$ cat config.mk
export PLATFORM = sky130hd
export DESIGN_NAME = ir_theta_tracker
export DESIGN_NICKNAME = d
export VERILOG_FILES = /design/src/rtl/ir_theta_tracker.sv
export SDC_FILE = /design/constraint.sdc
export NUM_CORES = 1
export LEC_CHECK = 0
export CAP_MARGIN = 20
export CORE_MARGIN = 8
export CORE_UTILIZATION = 50
export CTS_CLUSTER_DIAMETER = 30
export CTS_CLUSTER_SIZE = 24
export DETAILED_ROUTE_END_ITERATION = 10
export PLACE_DENSITY = 0.67
export SYNTH_ARGS = -nofsm -noshare
export SYNTH_HDL_FRONTEND = slang
export SYNTH_SLANG_ARGS = --single-unit
$ cat constraint.sdc
create_clock -name clk_in -period 5.6 [get_ports clk_in]
set_clock_uncertainty 0.1 [all_clocks]
set_input_delay 0.56 -clock clk_in [delete_from_list [all_inputs] [get_ports clk_in]]
set_output_delay 0.56 -clock clk_in [all_outputs]
set_load 0.02 [all_outputs]
$ cat src/rtl/ir_theta_tracker.sv
// ir_theta_tracker: IR index marks -> revolution period and slice index theta.
// Define THETA_PERIOD_AVG_EN to average each locked period with the previous one.
module ir_theta_tracker #(
    parameter int ROTATIONAL_RES = 256,
    parameter int PERIOD_WIDTH   = 24,
    parameter int MIN_PERIOD     = 12000
) (
    input  logic                              clk_in,
    input  logic                              rst_in,
    input  logic                              ir_tripped,
    output logic [$clog2(ROTATIONAL_RES)-1:0] theta,
    output logic                              theta_step,
    output logic                              theta_valid,
    output logic [PERIOD_WIDTH-1:0]           period,
    output logic                              period_ready,
    output logic                              locked
);
    localparam int TW = $clog2(ROTATIONAL_RES);
    localparam logic [PERIOD_WIDTH:0]   MIN_P = (PERIOD_WIDTH+1)'(MIN_PERIOD);
    localparam logic [PERIOD_WIDTH-1:0] ONE   = 1;
    localparam logic [TW-1:0]           TMAX  = '1;

    typedef enum logic [1:0] {UNLOCKED, ARMED, LOCKED} state_t;
    state_t state, state_n;

    logic                    s1, s2, s3, edge_q;
    logic [1:0]              fill;
    logic [PERIOD_WIDTH-1:0] gap_cnt, left, meas, p_n;
    logic [PERIOD_WIDTH:0]   gap_inc;
    logic [TW-1:0]           acc, theta_n;
    logic [TW:0]             acc_sum;
    logic                    sat, accept, relock, slice_end;

    assign gap_inc     = {1'b0, gap_cnt} + {{PERIOD_WIDTH{1'b0}}, 1'b1};
    assign sat         = &gap_cnt;
    assign meas        = sat ? gap_cnt : gap_inc[PERIOD_WIDTH-1:0];
    assign accept      = edge_q && (state == UNLOCKED || gap_inc >= MIN_P);
    assign relock      = accept && state == LOCKED;
    assign acc_sum     = {1'b0, acc} + {1'b0, period[TW-1:0]};
    assign slice_end   = state == LOCKED && !accept && !sat && left == '0 && theta != TMAX;
    assign theta_n     = (accept || sat || state != LOCKED) ? '0 :
                         slice_end ? theta + TW'(1) : theta;
    assign locked      = state == LOCKED;
    assign theta_valid = state == LOCKED;

`ifdef THETA_PERIOD_AVG_EN
    logic [PERIOD_WIDTH:0] p_sum;
    assign p_sum = {1'b0, period} + {1'b0, meas};
    assign p_n   = relock ? p_sum[PERIOD_WIDTH:1] : meas;
`else
    assign p_n   = meas;
`endif

    always_comb begin
        state_n = state;
        if (accept)
            state_n = (state == UNLOCKED) ? ARMED : LOCKED;
        else if (sat && state != UNLOCKED)
            state_n = UNLOCKED;
    end

    always_ff @(posedge clk_in) begin
        if (!rst_in)
            state <= UNLOCKED;
        else
            state <= state_n;
    end

    // fill gates edge detection until the synchronizer holds real samples,
    // so a level already high at reset release is not taken as an edge
    always_ff @(posedge clk_in) begin
        if (!rst_in) begin
            s1           <= 1'b0;
            s2           <= 1'b0;
            s3           <= 1'b0;
            edge_q       <= 1'b0;
            fill         <= '0;
            gap_cnt      <= '0;
            left         <= '0;
            acc          <= '0;
            theta        <= '0;
            theta_step   <= 1'b0;
            period       <= '0;
            period_ready <= 1'b0;
        end else begin
            s1           <= ir_tripped;
            s2           <= s1;
            s3           <= s2;
            fill         <= fill + {1'b0, ~&fill};
            edge_q       <= s2 && !s3 && &fill;
            gap_cnt      <= accept ? '0 : meas;
            theta        <= theta_n;
            theta_step   <= relock || theta_n != theta;
            period_ready <= accept && state != UNLOCKED;
            if (accept && state != UNLOCKED) begin
                period <= p_n;
                acc    <= p_n[TW-1:0];
                left   <= (p_n >> TW) - ONE;
            end else if (slice_end) begin
                acc    <= acc_sum[TW-1:0];
                left   <= (period >> TW) + {{(PERIOD_WIDTH-1){1'b0}}, acc_sum[TW]} - ONE;
            end else if (left != '0) begin
                left   <= left - ONE;
            end
        end
    end
endmodule

=== Yosys cells after proc, flatten, opt, wreduce, memory -nomap -nowiden ===
Index checks and enable logic that the tools add are counted.

* Order comparisons: 1
* Eq/ne operators: 4
* Add/subtract/negate cells: 8
* Reduce and logical (&&, ||, !) cells: 28
* Bitwise operators: 1
* Multiplexer cells: 11

{| class="wikitable"
|+ Operators with widths
! cell !! number
|-
| 2-to-1 mux 24 bit || 4
|-
| 2-to-1 mux 8 bit || 4
|-
| adder 24 x 1 -> 25 bit (second input constant) || 1
|-
| >= comparator 25 x 14 -> 1 bit (second input constant) || 1
|-
| logical NOT 24 bit || 1
|-
| AND reduction 24 bit || 1
|-
| nonzero test 24 bit || 1
|-
| subtractor 24 x 1 -> 24 bit (second input constant) || 1
|-
| subtractor 17 x 1 -> 18 bit (second input constant) || 1
|-
| adder 16 x 1 -> 17 bit || 1
|-
| subtractor 16 x 1 -> 17 bit (second input constant) || 1
|-
| logical AND 1 bit || 10
|-
| adder 8 x 8 -> 9 bit || 1
|-
| adder 8 x 1 -> 8 bit (second input constant) || 1
|-
| inequality test 8 bit || 1
|-
| inequality test 8 bit (second input constant) || 1
|-
| 2-to-1 mux 2 bit || 3
|-
| nonzero test 2 bit || 3
|-
| logical NOT 1 bit || 4
|-
| logical OR 1 bit || 4
|-
| nonzero test 3 bit || 1
|-
| adder 2 x 1 -> 2 bit || 1
|-
| == test 2 bit (second input constant) || 1
|-
| logical NOT 2 bit || 1
|-
| 4 further kinds || 4
|}

* Register bits: 98

=== Longest topological paths before layout ===
* Word-level depth: 13
* Mapped depth: 19
* Gate-level depth less buffers: 19

=== Worst setup path after synthesis ===
Ideal clock, no wire load.

* Path type: reg-to-reg
* Start: register gap_cnt[0]
* End: register left[14]
* Clock period less this slack: 3.439 ns
* Arrival: 3.221 ns
* Data required time: 5.383 ns
* Slack: 2.161 ns
* Stages on the path, launching flop included: 15
* Buffers on the path: 4
* Setup time: 0.117 ns
* Cell sequence: dfxtp_1 -> ha_1 -> nand4_2 -> or3_1 -> clkbuf_1 -> or3_1 -> clkbuf_1 -> a31o_1 -> and4_4 -> a21bo_1 -> buf_2 -> and2_4 -> o31ai_4 -> buf_2 -> nor2_1

* Longest elaborated chain between the ends: 11
* Elaborated cells on any way between the ends: 17
* Classes of those cells: add/sub (2); order compare (1); mux (3); reduce/logical (11)

{| class="wikitable"
|+ Ends and longest elaborated chain
! item !! RTL line !! RTL
|-
| start: declaration || 28 || <nowiki>logic [PERIOD_WIDTH-1:0] gap_cnt, left, meas, p_n;</nowiki>
|-
| start signal: assignment || 91 || <nowiki>gap_cnt <= accept ? '0 : meas;</nowiki>
|-
| adder 24 x 1 -> 25 bit || 34 || <nowiki>assign gap_inc = {1'b0, gap_cnt} + {{PERIOD_WIDTH{1'b0}}, 1'b1};</nowiki>
|-
| >= comparator 25 x 14 -> 1 bit || 37 || <nowiki>assign accept = edge_q && (state == UNLOCKED || gap_inc >= MIN_P);</nowiki>
|-
| logical OR 1 bit || 37 ||
|-
| logical AND 1 bit || 37 ||
|-
| logical NOT 1 bit || 40 || <nowiki>assign slice_end = state == LOCKED && !accept && !sat && left == '0 && theta != TMAX;</nowiki>
|-
| logical AND 1 bit (4 in series) || 40 ||
|-
| 2-to-1 mux 24 bit || 99 || <nowiki>end else if (slice_end) begin</nowiki>
|-
| 2-to-1 mux 24 bit || 95 || <nowiki>if (accept && state != UNLOCKED) begin</nowiki>
|-
| end signal: assignment || 98 || <nowiki>left <= (p_n >> TW) - ONE;</nowiki>
|-
| end signal: assignment || 101 || <nowiki>left <= (period >> TW) + {{(PERIOD_WIDTH-1){1'b0}}, acc_sum[TW]} - ONE;</nowiki>
|-
| end signal: assignment || 103 || <nowiki>left <= left - ONE;</nowiki>
|-
| end: declaration || 28 ||
|}

Parallel ways exist; a longest one is shown, timed or not.
A chain may end at the register's enable or synchronous reset.

=== Final worst setup path ===
* Start: register gap_cnt[5]
* End: register acc[1]

* Longest elaborated chain between the ends: 10
* Elaborated cells on any way between the ends: 15
* Classes of those cells: add/sub (1); order compare (1); mux (2); reduce/logical (11)

{| class="wikitable"
|+ Ends and longest elaborated chain
! item !! RTL line !! RTL
|-
| adder 24 x 1 -> 25 bit || 34 ||
|-
| >= comparator 25 x 14 -> 1 bit || 37 ||
|-
| logical OR 1 bit || 37 ||
|-
| logical AND 1 bit || 37 ||
|-
| logical NOT 1 bit || 40 ||
|-
| logical AND 1 bit (4 in series) || 40 ||
|-
| nonzero test 2 bit (no line) || -- ||
|-
| end signal: assignment || 97 || <nowiki>acc <= p_n[TW-1:0];</nowiki>
|-
| end signal: assignment || 100 || <nowiki>acc <= acc_sum[TW-1:0];</nowiki>
|-
| end: declaration || 30 || <nowiki>logic [TW-1:0] acc, theta_n;</nowiki>
|}

Parallel ways exist; a longest one is shown, timed or not.

==> impl_metrics.tcl <==
set metrics [dict create \
    status "finished clean" \
    grt_max_degree 44 \
    diodes 0 \
    syn-num-nets 735 \
    fin_util_pct 57.1 \
    drt_iter0_drc 441 \
    reg2reg_slack_ns 1.24 \
    ys_ff_latch 98 \
    path_class "flop to flop" \
    yosys.area.top_type "dfxtp_1" \
    grt_pass1_wl_um 25000 \
    io_pins 39 \
    required_ns 5.75 \
    die_w_um 123 \
    cts_buffers 9 \
    critPathLaunch "gap_cnt[5]" \
    setup-violations-final 0 \
    fillers 1019 \
    cp_max_fo 19 \
    portBuffers 38 \
    clkPwrFrac_pct 31.9 \
    netlist_instances 717 \
    clock_latency_ns 0.35 \
    vdd_drop_max_mv 0.259 \
    wirelength_um 15600 \
    cts-root-buf "clkbuf_16" \
    crit_arrival_ns 4.51 \
    reg2reg_to "acc[1]" \
    place_congestion 0.914 \
    grt_usage_pct 21.1 \
    cts_setup_buffers 0 \
    fmax_mhz 229 \
    rsz0062_at_grt "no" \
    yosys_warnings 0 \
    antenna_left 0 \
    synthesis.area_um2 5710 \
    min_period_ns 4.36 \
    p_leak_nw 2.59 \
    slew_headroom_pct 25.0 \
    worst_slew_pin_slew_ns 1.12 \
    p_sw_share_pct 30.9 \
    grt_pass1_vias 4978 \
    core_um2 11300 \
    cts_sinks 98 \
    synthDistinctLibCells 69 \
    setup_tns_ns 0 \
    slew_violations 0 \
    wl_per_cell_um 17.7 \
    num_vias 5194 \
    start_kind "flop" \
    hold_class "flop to flop" \
    power_density_nw_per_um2 299 \
    post-route-period-util_pct 77.9 \
    synth_ff_type "dfxtp_1" \
    endpoint "acc[1]" \
    r2r_start "gap_cnt[5]" \
    synth_edf_count 0 \
    dieArea_um2 15100 \
    ys_top_cells_by_count "dfxtp_1, nor2_1, nand2_1, a21oi_1, xor2_1" \
    area_delta_synth_final_pct 12.7 \
    drt_first_pass_iters 5 \
    final_layout_size_suffix_gt1_share_pct 5.82 \
    ys_seq_area_share_pct 34.3 \
    syn_avg_cell_area_um2 7.97 \
    hpwlAfterDp_um 11500 \
    power_switching_uw 596 \
    viasPerCell 5.89 \
    maxCapViolations 0 \
    num_rows 39 \
    cts-resized-gates 0 \
    slowest_stage "or4_1" \
    p_comb_share_pct 25.4 \
    antenna_found_initial 0 \
    synthTopCellsByArea "dfxtp_1, xor2_1, nor2_1, nand2_1, xnor2_1" \
    die_y_um 123 \
    hold_viol 0 \
    netlist.area_leader.share_pct 34.3 \
    finalNetCount 752 \
    synth.most_common_cell "dfxtp_1" \
    initial_utilization_pct 50.7 \
    clk_pin_slew_ns 0.07 \
    gr-total-overflow 0 \
    post-route-drc-count 0 \
    cts_tree "yes" \
    crit_chain "nand3_1, or4_1, o31a_1, a2111oi_0, and4_4, a21bo_1, nand2b_1, buf_4, nor3b_1, a41o_1" \
    async_reset_ff_share_pct 0 \
    power.share.sequential_pct 42.7 \
    reg2regPathDepth 10 \
    cts_htree_levels 3 \
    postCtsHoldBufs 0 \
    internal_power_mw 1.33 \
    worstSetupEndpointType "flop" \
    cts_max_path_buffers 2 \
    cpPeakStageDelay_ns 0.69 \
]
[power by group through the flow]
| stage | Clock (mW) | Sequential (mW) | Combinational [mW] |
|---|---|---|---|
| finish | 0.615 | 0.822 | 0.489 |
| global route | 0.652 | 0.831 | 0.546 |
| CTS | 0.628 | 0.820 | 0.485 |
| detailed placement | 0 | 0.836 | 0.480 |
| global placement | 0 | 0.831 | 0.473 |
| floorplan | 0 | 0.821 | 0.406 |
[worst min-delay path by stage]
stage	startpoint	end	slack [ns]	depth (start not counted)
2_1_floorplan	s3	edge_q	0.27	1
3_3_place_gp	s3	edge_q	0.27	1
3_5_place_dp	s3	edge_q	0.28	1
4_1_cts	s3	edge_q	0.29	1
5_1_grt	s3	edge_q	0.32	1
6_report	s3	edge_q	0.28	1
[state kept, by name, indices dropped and copies added (netlist names)]
signal        count
period           24
state             2
s2                1
fill              2
theta_step        1
gap_cnt          24
period_ready      1
s3                1
s1                1
left             24
theta             8
edge_q            1
acc               8
[cells in the final DEF, fill, tap and decap left out, drive strengths merged, types with 15 or more instances in the layout]
cell	netlist	final
nor4	21	21
o21ai	22	22
a21oi	42	42
or3	15	15
nor3	20	20
clkdlybuf4s50	0	38
nand3	30	30
inv	18	18
nor2	84	84
nand2	81	81
dfxtp	98	98
xnor2	32	32
a31oi	15	15
xor2	38	38
[through the flow]
step                hold WS (ns)  total power [mW]  cells  instance area [um2]  setup WS (ns)
finish                     0.283              1.93    882                 6440           1.24
global route               0.320              2.03    882                 6440          0.930
CTS                        0.288              1.93    882                 6440           1.26
detailed placement         0.278              1.32    866                 6150           1.24
global placement           0.271              1.30    866                 6150           1.42
floorplan                  0.267              1.23    717                 5710           2.16
[worst max-delay path: cells and delay by family, from the launching register on]
kind / cells / cell delay, ns
flops: 1 / 0.43
simple gates: 5 / 2.06
buf+inv: 1 / 0.29
compound gates: 4 / 1.38
[per-layer routing]
layer | share of wire, % | vias up | track usage (%)
li1 | - | 2580 | -
met4 | 2.9 | 0 | 8.53
met5 | 0 | - | 0
met1 | 44 | 2412 | 26.2
met2 | 47 | 167 | 35.3
met3 | 5.9 | 35 | 4.20
[kinds of logic after synthesis]
kind of cell               synth area share, %
and+or+nand+nor                           29.6
AOI/OAI and AO/OA                         16.8
xor gates and xnor gates                  10.7
adders and majority gates                 3.42
muxes                                    0.526
DFF                                       34.3
buffers and inverters                     4.51
[final cells by class]
class                      instances  area [um2]  area share [%]
multi-input combinational        561        3500            54.4
sequential                        98        1960            30.5
timing repair buffer              46         440            6.84
clock buffer                      11         233            3.62
tap                              143         179            2.78
inverter                          18        67.6            1.05
clock inverter                     5        55.1           0.855
(Power assumes the default switching activity.)
